**src/rtl/mcl_arb_pkg.sv**
```systemverilog
// Shared types for the MCL transmit credit arbiter.
// State encoding and the output holding-register bundle.
package mcl_arb_pkg;

    // Widest packet the holding register can carry.
    localparam int unsigned mcl_data_max_lp = 128;

    typedef enum logic [1:0] {
        IDLE  = 2'd0,
        SEND  = 2'd1,
        STALL = 2'd2,
        DRAIN = 2'd3
    } arb_state_e;

    typedef struct packed {
        logic                       v;
        logic [mcl_data_max_lp-1:0] data;
    } mcl_hold_s;

endpackage

```
**src/rtl/mcl_rr_select.sv**
```systemverilog
// Round-robin priority selector: first request at or above the
// pointer, with wrap. Pure combinational, one-hot grant plus index.
module mcl_rr_select #(
    parameter  int num_req_p    = 3,
    localparam int ptr_width_lp = $clog2(num_req_p)
) (
    input  logic [num_req_p-1:0]    req_i,
    input  logic [ptr_width_lp-1:0] ptr_i,
    output logic [num_req_p-1:0]    grant_o,
    output logic [ptr_width_lp-1:0] winner_o,
    output logic                    v_o
);

    int                      idx;
    logic [ptr_width_lp-1:0] idx_w;

    always_comb begin
        grant_o  = '0;
        winner_o = '0;
        v_o      = 1'b0;
        idx      = 0;
        idx_w    = '0;
        for (int i = 0; i < num_req_p; i++) begin
            idx = int'(ptr_i) + i;
            if (idx >= num_req_p) begin
                idx = idx - num_req_p;
            end
            idx_w = ptr_width_lp'(idx);
            if (!v_o && req_i[idx_w]) begin
                v_o            = 1'b1;
                grant_o[idx_w] = 1'b1;
                winner_o       = idx_w;
            end
        end
    end

endmodule

```
**src/rtl/mcl_tx_credit_arbiter.sv**
```systemverilog
// Round-robin, credit-gated arbiter for the host-to-MCL transmit stream.
// Optional MCL_ARB_STATS_EN adds per-requester grant and stall counters.
module mcl_tx_credit_arbiter
    import mcl_arb_pkg::*;
#(
    parameter  int num_req_p         = 3,
    parameter  int mcl_width_p       = 128,
    parameter  int max_out_credits_p = 16,
    localparam int credit_width_lp   = $clog2(max_out_credits_p+1),
    localparam int ptr_width_lp      = $clog2(num_req_p)
) (
    input  logic                           clk_i,
    input  logic                           reset_i,
    input  logic [num_req_p-1:0]           req_v_i,
    input  logic [num_req_p*mcl_width_p-1:0] req_data_i,
    output logic [num_req_p-1:0]           req_ready_o,
    output logic                           mcl_v_o,
    output logic [mcl_width_p-1:0]         mcl_data_o,
    input  logic                           mcl_r_i,
    input  logic                           credit_return_i,
    input  logic                           drain_req_i,
    output logic                           drain_done_o,
    output logic [credit_width_lp-1:0]     credits_o,
    output logic                           error_o
`ifdef MCL_ARB_STATS_EN
   ,output logic [num_req_p*32-1:0]        grant_count_o
   ,output logic [31:0]                    stall_cycles_o
`endif
);

    localparam logic [credit_width_lp-1:0] credits_max_lp =
        credit_width_lp'(max_out_credits_p);

    arb_state_e                state_q, state_d;
    mcl_hold_s                 hold_q, hold_d;
    logic [ptr_width_lp-1:0]   ptr_q, ptr_d;
    logic [credit_width_lp-1:0] credits_q, credits_d;
    logic                      error_q, error_d;

    logic [num_req_p-1:0]      sel_grant;
    logic [ptr_width_lp-1:0]   sel_winner;
    logic                      sel_v;
    logic                      grant_ok;
    logic                      grant_fire;
    logic [credit_width_lp:0]  outstanding;

    mcl_rr_select #(.num_req_p(num_req_p)) u_sel (
        .req_i    (req_v_i),
        .ptr_i    (ptr_q),
        .grant_o  (sel_grant),
        .winner_o (sel_winner),
        .v_o      (sel_v)
    );

    // Drain wins over a grant that would otherwise fire this cycle.
    always_comb begin
        grant_ok = (state_q == SEND) && (credits_q != '0)
                && (!hold_q.v || mcl_r_i) && !drain_req_i;
        grant_fire  = grant_ok && sel_v;
        req_ready_o = grant_ok ? sel_grant : '0;

        hold_d = hold_q;
        if (hold_q.v && mcl_r_i) begin
            hold_d.v = 1'b0;
        end
        if (grant_fire) begin
            hold_d.v    = 1'b1;
            hold_d.data = '0;
            hold_d.data[mcl_width_p-1:0] =
                req_data_i[int'(sel_winner)*mcl_width_p +: mcl_width_p];
        end

        ptr_d = ptr_q;
        if (grant_fire) begin
            ptr_d = (sel_winner == ptr_width_lp'(num_req_p-1))
                  ? '0 : sel_winner + 1'b1;
        end

        credits_d = credits_q;
        error_d   = error_q;
        unique case ({grant_fire, credit_return_i})
            2'b10: credits_d = credits_q - 1'b1;
            2'b01: begin
                if (credits_q == credits_max_lp) begin
                    error_d = 1'b1;
                end else begin
                    credits_d = credits_q + 1'b1;
                end
            end
            default: credits_d = credits_q;
        endcase

        state_d = state_q;
        unique case (state_q)
            IDLE:  state_d = SEND;
            SEND: begin
                if (drain_req_i) begin
                    state_d = DRAIN;
                end else if (credits_q == '0 && |req_v_i) begin
                    state_d = STALL;
                end
            end
            STALL: begin
                if (drain_req_i) begin
                    state_d = DRAIN;
                end else if (credits_q != '0) begin
                    state_d = SEND;
                end
            end
            DRAIN: begin
                if (!drain_req_i) begin
                    state_d = SEND;
                end
            end
            default: state_d = IDLE;
        endcase
    end

    always_ff @(posedge clk_i or posedge reset_i) begin
        if (reset_i) begin
            state_q   <= IDLE;
            hold_q    <= '0;
            ptr_q     <= '0;
            credits_q <= credits_max_lp;
            error_q   <= 1'b0;
        end else begin
            state_q   <= state_d;
            hold_q    <= hold_d;
            ptr_q     <= ptr_d;
            credits_q <= credits_d;
            error_q   <= error_d;
        end
    end

    // Responses still owed, counting a packet not yet handed to MCL.
    always_comb begin
        outstanding = {1'b0, credits_max_lp} - {1'b0, credits_q}
                    + {credit_width_lp'(0), hold_q.v};
    end

    assign mcl_v_o      = hold_q.v;
    assign mcl_data_o   = hold_q.data[mcl_width_p-1:0];
    assign credits_o    = credits_q;
    assign error_o      = error_q;
    assign drain_done_o = (state_q == DRAIN) && drain_req_i
                       && (outstanding == '0);

`ifdef MCL_ARB_STATS_EN
    logic [num_req_p-1:0][31:0] gcnt_q, gcnt_d;
    logic [31:0]                stall_q, stall_d;

    always_comb begin
        gcnt_d = gcnt_q;
        for (int k = 0; k < num_req_p; k++) begin
            if (grant_fire && sel_grant[k]) begin
                gcnt_d[k] = gcnt_q[k] + 32'd1;
            end
        end
        stall_d = stall_q + {31'd0, (state_q == STALL)};
    end

    always_ff @(posedge clk_i or posedge reset_i) begin
        if (reset_i) begin
            gcnt_q  <= '0;
            stall_q <= '0;
        end else begin
            gcnt_q  <= gcnt_d;
            stall_q <= stall_d;
        end
    end

    assign grant_count_o  = gcnt_q;
    assign stall_cycles_o = stall_q;
`endif

endmodule

```
**config.mk**
```make
export PLATFORM = sky130hd
export DESIGN_NAME = mcl_tx_credit_arbiter
export DESIGN_NICKNAME = d
export VERILOG_FILES = /design/src/rtl/mcl_arb_pkg.sv /design/src/rtl/mcl_rr_select.sv /design/src/rtl/mcl_tx_credit_arbiter.sv
export SDC_FILE = /design/constraint.sdc
export NUM_CORES = 1
export LEC_CHECK = 0
export BUFFER_PORTS_ARGS = -buffer_cell sky130_fd_sc_hd__buf_2
export CORE_AREA = 2 2 209 211
export CTS_CLUSTER_SIZE = 28
export DETAILED_ROUTE_END_ITERATION = 16
export DIE_AREA = 0 0 211 213
export SETUP_SLACK_MARGIN = 0.3
export SYNTH_ARGS = -nofsm -noshare
export SYNTH_HDL_FRONTEND = slang
export SYNTH_SLANG_ARGS = --single-unit
```
**constraint.sdc**
```tcl
create_clock -name clk_i -period 5.75 [get_ports clk_i]
set_clock_uncertainty 0.15 [all_clocks]
set_input_delay 1.15 -clock clk_i [delete_from_list [all_inputs] [get_ports clk_i]]
set_output_delay 1.15 -clock clk_i [all_outputs]
set_load 0.005 [all_outputs]
```
==> flow_summary_export.csv <==
group,metric,value,unit
floorplan,die_y,213,µm
place,dp_cells,1980,
timing,finalCriticalPeriod,3780,ps
synthesis,syn_area_per_cell,8.82,µm²
synthesis,ys_seq_area_frac,0.402,
global_routing,track_usage,0.142,
setup_path,setup.worst_path.class,"register to output port",
status,status,"complete, no violations",
timing,finalHoldViolCount,0,
cells_and_area,drive_above_1_share,0.397,
setup_path,end_kind,"output port",
place,place.gp.congestion,0.860,
routing,vias_per_cell,4.60,
cells_and_area,finalNonFillerCells,2012,
global_routing,grt_overflow,0,
setup_path,cpLargestDelayFamily,"multiplexers",
synthesis,synth_edf_count,0,
floorplan,initial_core_util,0.203,
floorplan,die_w,211,µm
synthesis,synth_area_leaders,"dfrtp_1, mux2i_1, a21oi_1",
clock_tree,h-tree-depth,4,
worst_hold_path,hp-start,"error_o",
setup_path,cpPeakStageDelay,410,ps
cells_and_area,num_antenna_cells,0,
worst_hold_path,hp-class,"register to register",
place,portBuffers,530,
routing,vias,9258,
clock_tree,cts_setup_buffers,0,
floorplan,num_rows,76,
synthesis,synth_area,0.00865,mm²
timing,tightest_slew,915,ps
clock_tree,cts_tree,"done",
floorplan,coreArea,0.0427,mm²
cells_and_area,multi_input_area,0.00470,mm²
power_and_ir_drop,ir_drop,0.454,mV
clock_tree,cts_made_buffers,17,
timing,rsz0062_at_grt,"false",
clock_tree,clkSinkCount,139,
global_routing,grt_max_degree,76,
routing,wirelength,33500,µm
routing,route.detailed.wl_per_inst,16.6,µm
cells_and_area,nFillCells,4603,
clock_tree,post_cts_resized,0,
global_routing,grt_pass1_vias,9022,
setup_path,worstSetupStartpoint,"ptr_q[1]",
setup_path,r2r_start,"ptr_q[0]",
synthesis,netlist_instances,981,
power_and_ir_drop,p_leak,6.56,nW
timing,worst_slack,1970,ps
floorplan,ios,531,
place,dp_hpwl,24700,µm
job,cap_violations,0,
cells_and_area,area_delta_synth_final,41.0,%
synthesis,synthFlopType,"dfrtp_1",
synthesis,async_flop_share,1.00,
global_routing,grt_pass1_wl,49300,µm
cells_and_area,num-nets-final,1858,
setup_path,worst-path-buf-inv,2,
clock_tree,insertion_delay,450,ps
routing,drt_iter0_drc,433,
floorplan,die_area,0.0449,mm²
synthesis,yosysWarnings,0,
clock_tree,root_buffer,"clkbuf_16",
setup_path,arrival,2480,ps
routing,ant_nets,0,
synthesis,synth_largest_area_cell,"dfrtp_1",
setup_path,crit_path_top_delay_cell,"dfrtp_1",
setup_path,critical_path_required,4450,ps
routing,dr.pass1.iters,5,
timing,final-setup-viol-count,0,
cells_and_area,regArea,0.00348,mm²
place,pre_cts_slack,1580,ps
clock_tree,clkTransAtPathRegs,60,ps
setup_path,reg2reg_slack,2010,ps
synthesis,synth_top_area_frac,0.399,
synthesis,syn-num-nets,1386,
routing,drc,0,
timing,clock.fmax,0.264,GHz
timing,tns,0,ps
setup_path,start_kind,"register",
power_and_ir_drop,cellPowerDensity,579,mW/mm²
setup_path,crit_chain,"inv_1 > ha_1 > mux2i_1 > mux2_2 > nor2_1 > a311oi_1 > buf_2",
timing,relSlewSlack,0.390,
setup_path,critPathMaxFanout,9,
global_routing,antenna_found_initial,0,
timing,fin_crit_sh,0.658,
synthesis,synth.distinct_cells,46,
synthesis,ys_ff_latch,139,
clock_tree,holdBufCountCts,0,
timing,final-max-slew-violation-count,0,
clock_tree,clock_path_buffers,2,
final cells by class:
type	count	share of cell area
timing repair buffer	541	0.228
tap	546	0.0560
clock buffer	22	0.0380
inverter	9	0.00318
clock inverter	10	0.00410
multi-input combinational	745	0.385
sequential	139	0.285
cell families after synthesis:
| kind of cell | share of synthesized area |
|---|---|
| AOI/OAI and AO/OA | 0.184 |
| adders and majority gates | 0.0197 |
| buffers and inverters | 0.0584 |
| DFF | 0.402 |
| muxes | 0.159 |
| and+or+nand+nor | 0.173 |
| xor gates and xnor gates | 0.00405 |
routing by layer:
layer / global-route usage / share of wire
met1: 0.168 / 0.42
met2: 0.244 / 0.50
met3: 0.0424 / 0.065
met4: 0.0534 / 0.021
met5: 0 / 0
sequential cells by signal (all words and copies together), names as in the netlist:
register / flops
mcl_data_o: 128
credits_o: 5
ptr_q: 2
state_q: 2
error_o: 1
mcl_v_o: 1
power breakdown:
| part | internal, mW | total, mW | switching, mW |
|---|---|---|---|
| Sequential | 1.49 | 1.80 | 0.313 |
| Combinational | 1.83 | 4.26 | 2.43 |
| Clock | 0.564 | 1.01 | 0.441 |
| Total | 3.88 | 7.06 | 3.18 |
metrics by stage:
step,util,cell area (µm²),hold WS [ps],power (mW)
finish,0.286,12200,336,7.06
global route,0.286,12200,376,7.65
CTS,0.286,12200,338,7.17
detailed placement,0.274,11700,321,6.12
global placement,0.274,11700,332,6.04
floorplan,-,8650,318,4.82
synth_stat cells, types with 2 or more instances:
| master | n |
|---|---|
| a211oi_1 | 2 |
| ha_1 | 12 |
| o31ai_1 | 2 |
| nand2b_1 | 5 |
| o21ai_0 | 2 |
| and3_1 | 129 |
| o21ai_1 | 3 |
| a21o_1 | 4 |
| mux2_2 | 3 |
| inv_1 | 9 |
| nor2_1 | 133 |
| nor2b_1 | 4 |
| buf_8 | 9 |
| nand4_1 | 3 |
| o21bai_1 | 2 |
| clkbuf_1 | 63 |
| mux2i_1 | 134 |
| buf_2 | 8 |
| a211o_1 | 2 |
| nand3b_1 | 3 |
| nand2_1 | 13 |
| buf_6 | 2 |
| nor3_1 | 4 |
| dfrtp_1 | 138 |
| buf_4 | 4 |
| buf_1 | 2 |
| a22o_1 | 2 |
| xnor2_1 | 4 |
| a21oi_1 | 263 |
placed cells by master (no fill, tap or decap), types with 2 or more instances in the layout:
master	count
xnor2_1	4
a21oi_1	263
buf_4	7
buf_2	530
ha_1	12
clkinv_2	10
nand2b_1	5
inv_1	8
clkbuf_1	3
o21bai_1	2
mux2i_1	134
mux2_2	3
nor2b_1	4
nor3_1	4
a22o_1	2
buf_12	4
nor2_1	133
nand4_1	3
nand2_1	12
nand3b_1	3
clkbuf_16	17
dfrtp_1	138
o31ai_1	2
clkbuf_8	2
o21ai_1	3
o21ai_0	2
a211oi_1	2
a21o_1	4
and3_1	129
final timing paths:
kind	end	depth (start not counted)
max in group asynchronous	mcl_data_o[7]	3
min	error_o	1
max	req_ready_o[1]	7
max reg2reg	mcl_data_o[24]	9
min in group asynchronous	mcl_data_o[38]	2
min reg2reg	error_o	1
(Power assumes the default switching activity.)
